--- config.mk ---
export PLATFORM = sky130hd
export DESIGN_NAME = parking_allocator_flat
export DESIGN_NICKNAME = d
export VERILOG_FILES = /design/src/rtl/parking_allocator_pkg.sv /design/src/rtl/parking_allocator_if.sv /design/src/rtl/parking_allocator_free_slot_finder.sv /design/src/rtl/parking_allocator.sv /design/src/flat_wrapper.sv
export SDC_FILE = /design/constraint.sdc
export NUM_CORES = 1
export LEC_CHECK = 0
export BUFFER_PORTS_ARGS = -buffer_cell sky130_fd_sc_hd__buf_4
export CAP_MARGIN = 40
export CORE_MARGIN = 2
export CORE_UTILIZATION = 55
export CTS_BUF_LIST = sky130_fd_sc_hd__clkbuf_16
export DETAILED_ROUTE_END_ITERATION = 10
export HOLD_SLACK_MARGIN = 0.1
export PLACE_DENSITY = 0.83
export SYNTH_ARGS = -nofsm -noshare
export SYNTH_HDL_FRONTEND = slang
export SYNTH_SLANG_ARGS = --single-unit
--- constraint.sdc ---
create_clock -name clock -period 5.6 [get_ports clock]
set_input_delay 1.12 -clock clock [delete_from_list [all_inputs] [get_ports clock]]
set_output_delay 1.12 -clock clock [all_outputs]
set_load 0.01 [all_outputs]
--- src/rtl/parking_allocator_pkg.sv ---
// Shared constants and FSM encoding for the parking allocator.
// Slot and counter widths are fixed for the largest supported lot (8 slots).
package parking_allocator_pkg;

   localparam int DEFAULT_NUM_SLOTS = 8;
   localparam int SLOT_W            = 3;
   localparam int COUNT_W           = 4;

   typedef enum logic [1:0] {
      ST_IDLE  = 2'd0,
      ST_ALLOC = 2'd1,
      ST_GRANT = 2'd2,
      ST_DENY  = 2'd3
   } state_t;

endpackage

--- src/rtl/parking_allocator_if.sv ---
// Entry/exit signalling between the registration stage, exit gates and the allocator.
// reg_p/reg_q are levels (only rising edges matter); exit_req, grant, deny and exit_err
// are single-cycle pulses with no back-pressure; exit_slot is meaningful only with exit_req.
interface parking_allocator_if
   import parking_allocator_pkg::*;
#(
   parameter int NUM_SLOTS = DEFAULT_NUM_SLOTS
) ();

   logic                 reg_p;
   logic                 reg_q;
   logic                 exit_req;
   logic [SLOT_W-1:0]    exit_slot;
   logic                 grant;
   logic                 deny;
   logic [SLOT_W-1:0]    slot_id;
   logic [NUM_SLOTS-1:0] occupied;
   logic [COUNT_W-1:0]   free_count;
   logic                 full;
   logic                 exit_err;

   modport master (
      output reg_p, reg_q, exit_req, exit_slot,
      input  grant, deny, slot_id, occupied, free_count, full, exit_err
   );

   modport slave (
      input  reg_p, reg_q, exit_req, exit_slot,
      output grant, deny, slot_id, occupied, free_count, full, exit_err
   );

endinterface

--- src/rtl/parking_allocator_free_slot_finder.sv ---
// Lowest-index free slot search over the occupancy bitmap.
module free_slot_finder
   import parking_allocator_pkg::*;
#(
   parameter int NUM_SLOTS = DEFAULT_NUM_SLOTS
) (
   input  logic [NUM_SLOTS-1:0] occupancy,
   output logic [SLOT_W-1:0]    index,
   output logic                 any_free
);

   // Scanning downwards lets the lowest free index overwrite higher ones.
   always_comb begin
      index = '0;
      for (int i = NUM_SLOTS - 1; i >= 0; i--) begin
         if (!occupancy[i]) index = SLOT_W'(i);
      end
   end

   assign any_free = ~&occupancy;

endmodule

--- src/rtl/parking_allocator.sv ---
// Parking lot allocator: edge-detects registration decisions, assigns the lowest free
// slot, and tracks occupancy and free count while cars exit.
module parking_allocator
   import parking_allocator_pkg::*;
#(
   parameter int NUM_SLOTS = DEFAULT_NUM_SLOTS
) (
   input  logic                clock,
   input  logic                reset,
   parking_allocator_if.slave  bus,
   output state_t              fsm_state
);

   state_t               state, state_n;
   logic                 reg_p_d, reg_q_d;
   logic                 rise_p, rise_q;
   logic [NUM_SLOTS-1:0] occ, occ_n;
   logic [SLOT_W-1:0]    slot_q;
   logic [COUNT_W-1:0]   free_q, free_n;
   logic                 exit_err_q;
   logic [SLOT_W-1:0]    find_idx;
   logic                 any_free;
   logic                 do_alloc;
   logic                 exit_hit;

   free_slot_finder #(.NUM_SLOTS(NUM_SLOTS)) u_finder (
      .occupancy (occ),
      .index     (find_idx),
      .any_free  (any_free)
   );

   assign rise_p = bus.reg_p & ~reg_p_d;
   assign rise_q = bus.reg_q & ~reg_q_d;

   always_comb begin
      state_n = state;
      case (state)
         ST_IDLE:  if (rise_q) state_n = ST_DENY;
                   else if (rise_p) state_n = ST_ALLOC;
         ST_ALLOC: state_n = any_free ? ST_GRANT : ST_DENY;
         ST_GRANT: state_n = ST_IDLE;
         ST_DENY:  state_n = ST_IDLE;
         default:  state_n = ST_IDLE;
      endcase
   end

   assign do_alloc = (state == ST_ALLOC) && any_free;

   // Allocation searches pre-exit occupancy, so the two slots touched always differ.
   always_comb begin
      occ_n    = occ;
      exit_hit = 1'b0;
      free_n   = '0;
      for (int i = 0; i < NUM_SLOTS; i++) begin
         if (bus.exit_req && bus.exit_slot == SLOT_W'(i) && occ[i]) begin
            exit_hit = 1'b1;
            occ_n[i] = 1'b0;
         end
         if (do_alloc && find_idx == SLOT_W'(i)) occ_n[i] = 1'b1;
      end
      for (int i = 0; i < NUM_SLOTS; i++) begin
         if (!occ_n[i]) free_n = free_n + COUNT_W'(1);
      end
   end

   always_ff @(posedge clock or negedge reset) begin
      if (!reset) begin
         state      <= ST_IDLE;
         reg_p_d    <= 1'b0;
         reg_q_d    <= 1'b0;
         occ        <= '0;
         slot_q     <= '0;
         free_q     <= COUNT_W'(NUM_SLOTS);
         exit_err_q <= 1'b0;
      end else begin
         state      <= state_n;
         reg_p_d    <= bus.reg_p;
         reg_q_d    <= bus.reg_q;
         occ        <= occ_n;
         free_q     <= free_n;
         exit_err_q <= bus.exit_req & ~exit_hit;
         if (do_alloc) slot_q <= find_idx;
      end
   end

   assign bus.grant      = (state == ST_GRANT);
   assign bus.deny       = (state == ST_DENY);
   assign bus.slot_id    = slot_q;
   assign bus.occupied   = occ;
   assign bus.free_count = free_q;
   assign bus.full       = (free_q == '0);
   assign bus.exit_err   = exit_err_q;
   assign fsm_state      = state;

endmodule

--- src/flat_wrapper.sv ---
// flat-port wrapper written by rule: the top's interface ports become plain ports
module parking_allocator_flat import parking_allocator_pkg::*;
#(
   parameter int NUM_SLOTS = DEFAULT_NUM_SLOTS
)
  (clock, reset, fsm_state, bus_reg_p, bus_reg_q, bus_exit_req, bus_exit_slot, bus_grant, bus_deny, bus_slot_id, bus_occupied, bus_free_count, bus_full, bus_exit_err);
  parking_allocator_if #(.NUM_SLOTS(NUM_SLOTS)) bus_i ();
  input  logic clock;
  input  logic reset;
  output state_t fsm_state;
  input wire logic [$bits(bus_i.reg_p)-1:0] bus_reg_p;
  input wire logic [$bits(bus_i.reg_q)-1:0] bus_reg_q;
  input wire logic [$bits(bus_i.exit_req)-1:0] bus_exit_req;
  input wire logic [$bits(bus_i.exit_slot)-1:0] bus_exit_slot;
  output wire logic [$bits(bus_i.grant)-1:0] bus_grant;
  output wire logic [$bits(bus_i.deny)-1:0] bus_deny;
  output wire logic [$bits(bus_i.slot_id)-1:0] bus_slot_id;
  output wire logic [$bits(bus_i.occupied)-1:0] bus_occupied;
  output wire logic [$bits(bus_i.free_count)-1:0] bus_free_count;
  output wire logic [$bits(bus_i.full)-1:0] bus_full;
  output wire logic [$bits(bus_i.exit_err)-1:0] bus_exit_err;
  assign bus_i.reg_p = bus_reg_p;
  assign bus_i.reg_q = bus_reg_q;
  assign bus_i.exit_req = bus_exit_req;
  assign bus_i.exit_slot = bus_exit_slot;
  assign bus_grant = bus_i.grant;
  assign bus_deny = bus_i.deny;
  assign bus_slot_id = bus_i.slot_id;
  assign bus_occupied = bus_i.occupied;
  assign bus_free_count = bus_i.free_count;
  assign bus_full = bus_i.full;
  assign bus_exit_err = bus_i.exit_err;
  parking_allocator #(.NUM_SLOTS(NUM_SLOTS)) u_core (.clock(clock), .reset(reset), .bus(bus_i), .fsm_state(fsm_state));
endmodule
== Yosys cells after proc, flatten, opt, wreduce, memory -nomap -nowiden ==
Cells that the tools add are included.

* Register bits after elaboration: 20
* Bits of input ports: 8
* Output and inout port bits: 21
* Logic and storage cells: 114

* Add/sub/neg operators: 7
* Eq/ne operators: 18
* Mux-type cells: 44
* Bitwise operators: 6
* Reductions and logical operators: 32

{| class="wikitable"
|+ Operators with widths
! cell !! number
|-
| $mux W4 || 7
|-
| $mux W1 || 26
|-
| $logic_and A1 B1 Y1 || 25
|-
| $add A4 B1 Y4 const B || 6
|-
| $eq A3 B3 Y1 const B || 8
|-
| $mux W3 || 8
|-
| $eq A3 B2 Y1 const B || 4
|-
| $reduce_and A8 Y1 || 1
|-
| $eq A3 B1 Y1 const B || 2
|-
| $logic_not A3 Y1 || 2
|-
| $pmux W2 S3 || 1
|-
| $eq A2 B2 Y1 const B || 2
|-
| $logic_not A4 Y1 || 1
|-
| $mux W2 || 2
|-
| $and A1 B1 Y1 || 3
|-
| $ne A3 B1 Y1 const B || 1
|-
| $not A1 Y1 || 3
|-
| $add A1 B1 Y2 const B || 1
|-
| $eq A2 B1 Y1 const B || 1
|-
| $logic_not A2 Y1 || 1
|-
| $reduce_or A2 Y1 || 1
|-
| $logic_not A1 Y1 || 1
|}

== Logic depth before layout (Yosys ltp) ==
* Depth after elaboration: 26
* Gate-level depth with buffers: 22
* Mapped depth without buffers: 21

== Modules after synthesis ==
From an unflattened synthesis, not the netlist that was laid out.

* Cell total of the unflattened synthesis: 176
* Area, all modules: 1642.8 um2

{| class="wikitable"
|+ Modules (own cells, without submodules)
! module !! times used !! cells each !! area each (um2) !! seq. area each (um2)
|-
| parking_allocator || 1 || 161 || 1569.0 || 501.7
|-
| free_slot_finder || 1 || 15 || 73.8 || 0.0
|}

== Worst setup path after synthesis ==
No wires, ideal clock.

* Path kind: input-to-reg
* Start point: input port bus_exit_slot[1]
* End point: register u_core.free_q[2], in the netlist u_core.bus.free_count[2]
* Setup time: 0.130 ns
* Data arrival time: 4.327 ns
* Data required time: 5.470 ns
* Slack: 1.143 ns
* Cell stages on the path: 21
* Path buffers: 2
* Cell sequence: buf_2 -> nor2b_1 -> nand3b_1 -> nand2_1 -> o21ai_0 -> inv_1 -> ha_1 -> buf_4 -> xnor2_1 -> mux2_2 -> ha_1 -> xnor2_1 -> a31oi_1 -> nand2_1 -> ha_1 -> nor2_1 -> a31oi_1 -> ha_1 -> nand2_1 -> xor2_1 -> xnor2_1

* Elaborated cells on any way between the ends: 55
* Those cells by class: add/sub: 7; eq/ne: 7; mux: 24; reduce/logical: 17

{| class="wikitable"
|+ RTL lines
! what !! line !! source
|-
| start: declaration || flat_wrapper.sv:14 || <nowiki>input wire logic [$bits(bus_i.exit_slot)-1:0] bus_exit_slot;</nowiki>
|-
| $eq A3 B1 Y1 * || parking_allocator.sv:55 || <nowiki>if (bus.exit_req && bus.exit_slot == SLOT_W'(i) && occ[i]) begin</nowiki>
|-
| $logic_and A1 B1 Y1 * (2 in series) || parking_allocator.sv:55 ||
|-
| $mux W1 * || parking_allocator.sv:55 ||
|-
| $mux W1 * || parking_allocator.sv:59 || <nowiki>if (do_alloc && find_idx == SLOT_W'(i)) occ_n[i] = 1'b1;</nowiki>
|-
| named net u_core.occ_n[1] || parking_allocator.sv:17 || <nowiki>logic [NUM_SLOTS-1:0] occ, occ_n;</nowiki>
|-
| $mux W4 * || parking_allocator.sv:62 || <nowiki>if (!occ_n[i]) free_n = free_n + COUNT_W'(1);</nowiki>
|-
| $add A4 B1 Y4 || parking_allocator.sv:62 ||
|-
| $mux W4 * || parking_allocator.sv:62 ||
|-
| [... 3 more ...] || - ||
|-
| $mux W4 * || parking_allocator.sv:62 ||
|-
| $add A4 B1 Y4 || parking_allocator.sv:62 ||
|-
| $mux W4 * || parking_allocator.sv:62 ||
|-
| $add A4 B1 Y4 || parking_allocator.sv:62 ||
|-
| $mux W4 * || parking_allocator.sv:62 ||
|-
| $add A4 B1 Y4 || parking_allocator.sv:62 ||
|-
| $mux W4 * || parking_allocator.sv:62 ||
|-
| named net u_core.free_n[2] || parking_allocator.sv:19 || <nowiki>logic [COUNT_W-1:0] free_q, free_n;</nowiki>
|-
| end signal: assignment || parking_allocator.sv:73 || <nowiki>free_q <= COUNT_W'(NUM_SLOTS);</nowiki>
|-
| end signal: assignment || parking_allocator.sv:80 || <nowiki>free_q <= free_n;</nowiki>
|-
| end: declaration || parking_allocator.sv:19 ||
|}

The timed path passes the listed nets; every way through them passes the cells marked *.
A chain may end at the register's enable or synchronous reset.

== Worst setup path after layout ==
Ends and elaborated chain as after synthesis.

==> impl_metrics.prom <==
# TYPE chip_impl_metric gauge
chip_impl_metric{name="wl_per_cell",unit="um"} 15.66
chip_impl_metric{name="register_area_share_after_synthesis",unit="%"} 31.21
chip_impl_metric{name="globalRouteOverflowTotal",unit=""} 0
chip_impl_info{name="timing.critical_path.slowest_stage_cell",value="ha_1"} 1
chip_impl_metric{name="grt_antenna_before_repair",unit=""} 0
chip_impl_metric{name="die_w",unit="um"} 58.07
chip_impl_metric{name="syn-instance-count",unit=""} 181
chip_impl_metric{name="wire_length_of_the_first_global_routing_pass",unit="mm"} 6.085
chip_impl_info{name="netlist_top_cells_area",value="dfrtp_1 30%, ha_1 6.2%, xnor2_1 5.4%, nand2_1 5.4%, mux2_2 3.5%"} 1
chip_impl_metric{name="via_count",unit=""} 1449
chip_impl_metric{name="drt-pass1-iter-count",unit=""} 4
chip_impl_metric{name="initial_core_util",unit="%"} 58.30
chip_impl_metric{name="gp_routability_congestion",unit=""} 0.8629
chip_impl_info{name="buffer_cell_driving_the_clock_tree_root",value="clkbuf_16"} 1
chip_impl_metric{name="clock_latency",unit="ns"} 0.25
chip_impl_metric{name="cp_num_buf_inv",unit=""} 2
chip_impl_metric{name="routed-wl-met2",unit="mm"} 1.897
chip_impl_metric{name="detail_route.drc_violations",unit=""} 0
chip_impl_metric{name="cp_data_arrival_time",unit="ns"} 4.81
chip_impl_info{name="postSynth.topFlopCell",value="dfrtp_1"} 1
chip_impl_metric{name="place.port_buffers",unit=""} 28
chip_impl_metric{name="cap_violations",unit=""} 0
chip_impl_metric{name="clock_sinks",unit=""} 20
chip_impl_metric{name="rows",unit=""} 19
chip_impl_metric{name="number_of_unique_standard_cell_types_used_by_synthesis",unit=""} 50
chip_impl_metric{name="ys_ff_latch",unit=""} 20
chip_impl_metric{name="critical_path_peak_fanout",unit=""} 9
chip_impl_metric{name="antenna_diodes",unit=""} 0
chip_impl_metric{name="hpwlAfterDp",unit="mm"} 2.651
chip_impl_metric{name="timing.final.setup_violations",unit=""} 0
chip_impl_info{name="worst_setup_path_end_kind",value="flip-flop"} 1
chip_impl_metric{name="share_of_final_layout_standard_cells_stronger_than_drive_strength_1",unit="%"} 23.79
chip_impl_info{name="crit_path_frequent_cell",value="ha_1"} 1
chip_impl_metric{name="finalNetCount",unit=""} 223
chip_impl_metric{name="post_cts.repair.setup_buffers",unit=""} 0
chip_impl_metric{name="core",unit="um^2"} 2758
chip_impl_metric{name="timing.critical_path.required",unit="ns"} 5.72
chip_impl_metric{name="post_synthesis_net_count",unit=""} 197
chip_impl_metric{name="largest_net_degree_at_the_start_of_global_routing",unit=""} 21
chip_impl_metric{name="maxSlewHeadroom",unit="%"} 58.25
chip_impl_metric{name="post_synth_instance_area",unit="um^2"} 1608
chip_impl_info{name="timing.critical_path.cells",value="buf_4 > nor2b_1 > nand3b_1 > nand2_1 > o21ai_0 > inv_1 > ha_1 > xnor2_1 > mux2_2 > ha_1 > xnor2_1 > a31oi_1 > nand2_1 > ha_1 > nor2_1 > a31oi_1 > ha_1 > nand2_1 > xor2_1 > xnor2_1"} 1
chip_impl_metric{name="gr_util_all_layers",unit="%"} 23.58
chip_impl_metric{name="clkSlewWorstSetupHoldPaths",unit="ns"} 0.06
chip_impl_info{name="outcome",value="complete, no violations"} 1
chip_impl_metric{name="vias_in_the_first_global_route",unit=""} 1387
chip_impl_metric{name="cp_slowest_stage_delay",unit="ns"} 0.36
chip_impl_metric{name="hold_viol_final",unit=""} 0
chip_impl_metric{name="synth-warning-count",unit=""} 0
chip_impl_metric{name="clock_path_buffers",unit=""} 2
chip_impl_metric{name="syn-mean-instance-area",unit="um^2"} 8.883
chip_impl_metric{name="cts_made_buffers",unit=""} 3
chip_impl_metric{name="cts_hold_buf",unit=""} 0
chip_impl_metric{name="cts.htree.levels",unit=""} 1
chip_impl_metric{name="area_growth",unit="%"} 19.77
chip_impl_info{name="grt_setup_unrepaired",value="false"} 1
chip_impl_metric{name="ant_nets",unit=""} 0
chip_impl_metric{name="design.portCount",unit=""} 29
chip_impl_metric{name="ffs_w_async_s_r_synth",unit="%"} 100.0
chip_impl_metric{name="routed_wl",unit="mm"} 3.711
chip_impl_metric{name="met3WireLength",unit="um"} 135
chip_impl_info{name="start_kind",value="input port"} 1
chip_impl_info{name="topRoutingLayerUsed",value="met4"} 1
chip_impl_metric{name="die_area",unit="um^2"} 3372
chip_impl_metric{name="via_count_normalized_by_instance_count",unit=""} 6.114
chip_impl_info{name="timing.setup.critical_path_class",value="in2reg"} 1
chip_impl_metric{name="finalCriticalPeriod",unit="ns"} 4.688
chip_impl_info{name="synth_largest_area_cell",value="dfrtp_1"} 1
chip_impl_metric{name="floorplan.die.height",unit="um"} 58.07
chip_impl_info{name="critical-path-top-delay-family",value="adder cells"} 1
chip_impl_info{name="worst_hold_path_type",value="reg2reg"} 1
chip_impl_metric{name="timing.fmax",unit="MHz"} 213.3
chip_impl_metric{name="wl_met1",unit="mm"} 1.562
chip_impl_metric{name="yosysTopAreaCellShare",unit="%"} 29.57
chip_impl_metric{name="setup_tns",unit="ns"} 0
chip_impl_metric{name="drtIter0Drc",unit=""} 68
chip_impl_metric{name="post_synth_edffs",unit=""} 0
chip_impl_metric{name="slew_violations",unit=""} 0
chip_impl_metric{name="max_slew.worst_pin.slew",unit="ns"} 0.6263
chip_impl_metric{name="ctsResizeCount",unit=""} 0
chip_impl_info{name="cts_tree",value="built"} 1
chip_impl_metric{name="clock-skew-final",unit="ns"} 0.004588
chip_impl_metric{name="layout_worst_path_cycle_share",unit="%"} 83.72
## routing by layer
metal,global-route usage (%),vias to the layer above
li1,-,695
met1,26.94,700
met2,42.86,40
met3,3.571,14
met4,10.96,0
met5,0,-
## cell families after synthesis
family,synth area share [%]
fa+ha+maj,6.926
buf+inv,5.292
xor+xnor,9.338
compound gates,13.54
simple gates,24.75
flops,31.21
mux,8.949
## worst min-delay path, delay by kind of cell (launching register included)
family,cells,cell delay [ns]
flops,1,0.35
simple gates,2,0.11
## synth_stat cells (3+ instances only)
cell and number:
a21oi_1 5, a221oi_1 3, a31oi_1 3, dfrtp_1 19
ha_1 8, inv_1 13, mux2_2 5, mux2i_1 5
nand2_1 23, nand2b_1 4, nand3_1 10, nand4_1 5
nor2_1 9, nor2b_1 7, o21ai_0 6, xnor2_1 10
xor2_1 4
## stage by stage
| step | setup WS, ns | std cells | hold slack [ns] | cell area (um^2) | util, % |
|---|---|---|---|---|---|
| 2_1_floorplan | 1.143 | 181 | 0.4932 | 1608 | - |
| 3_3_place_gp | 0.9991 | 233 | 0.4526 | 1821 | 66.02 |
| 3_5_place_dp | 0.7935 | 233 | 0.4844 | 1821 | 66.02 |
| 4_1_cts | 0.9498 | 237 | 0.4971 | 1926 | 69.83 |
| 5_1_grt | 0.6414 | 237 | 0.5370 | 1926 | 69.83 |
| 6_report | 0.9118 | 237 | 0.4869 | 1926 | 69.83 |
## final timing paths
kind                                       start  slack (ns)                       end  cells after the start
setup / recovery                bus_exit_slot[1]        0.91  u_core.bus.free_count[2]                     20
hold / removal             u_core.bus.slot_id[0]        0.49     u_core.bus.slot_id[0]                      2
setup reg to reg             u_core.fsm_state[0]        1.02  u_core.bus.free_count[2]                     18
hold reg to reg            u_core.bus.slot_id[0]        0.49     u_core.bus.slot_id[0]                      2
max in group asynchronous                  reset        4.60  u_core.bus.free_count[3]                      1
min in group asynchronous                  reset        0.73     u_core.bus.slot_id[0]                      1
## cells in the final DEF (no fill, tap or decap), types with 6 or more instances in the layout
cell      n
nand2_1  23
dfrtp_1  19
nor2b_1   7
inv_1    13
xnor2_1  10
o21ai_0   6
ha_1      8
nor2_1    9
buf_4    28
nand3_1  10
## sequential cells by signal (all words and copies together) (netlist names)
name                   flops
u_core.bus.occupied        8
u_core.bus.free_count      4
u_core.bus.slot_id         3
u_core.fsm_state           2
u_core.bus.exit_err        1
u_core.reg_p_d             1
u_core.reg_q_d             1
## area by class of cell
type / instances / area (um^2)
Fill cell: 223 / 832.0
Timing Repair Buffer: 28 / 210.2
Inverter: 13 / 48.80
Clock inverter: 1 / 30.03
Tap cell: 31 / 38.79
Sequential cell: 20 / 501.7
Clock buffer: 3 / 75.07
Multi-Input combinational cell: 141 / 1021
Power is not shown: default switching activity piles up to over one toggle a cycle in this logic, so the estimate is an artifact.
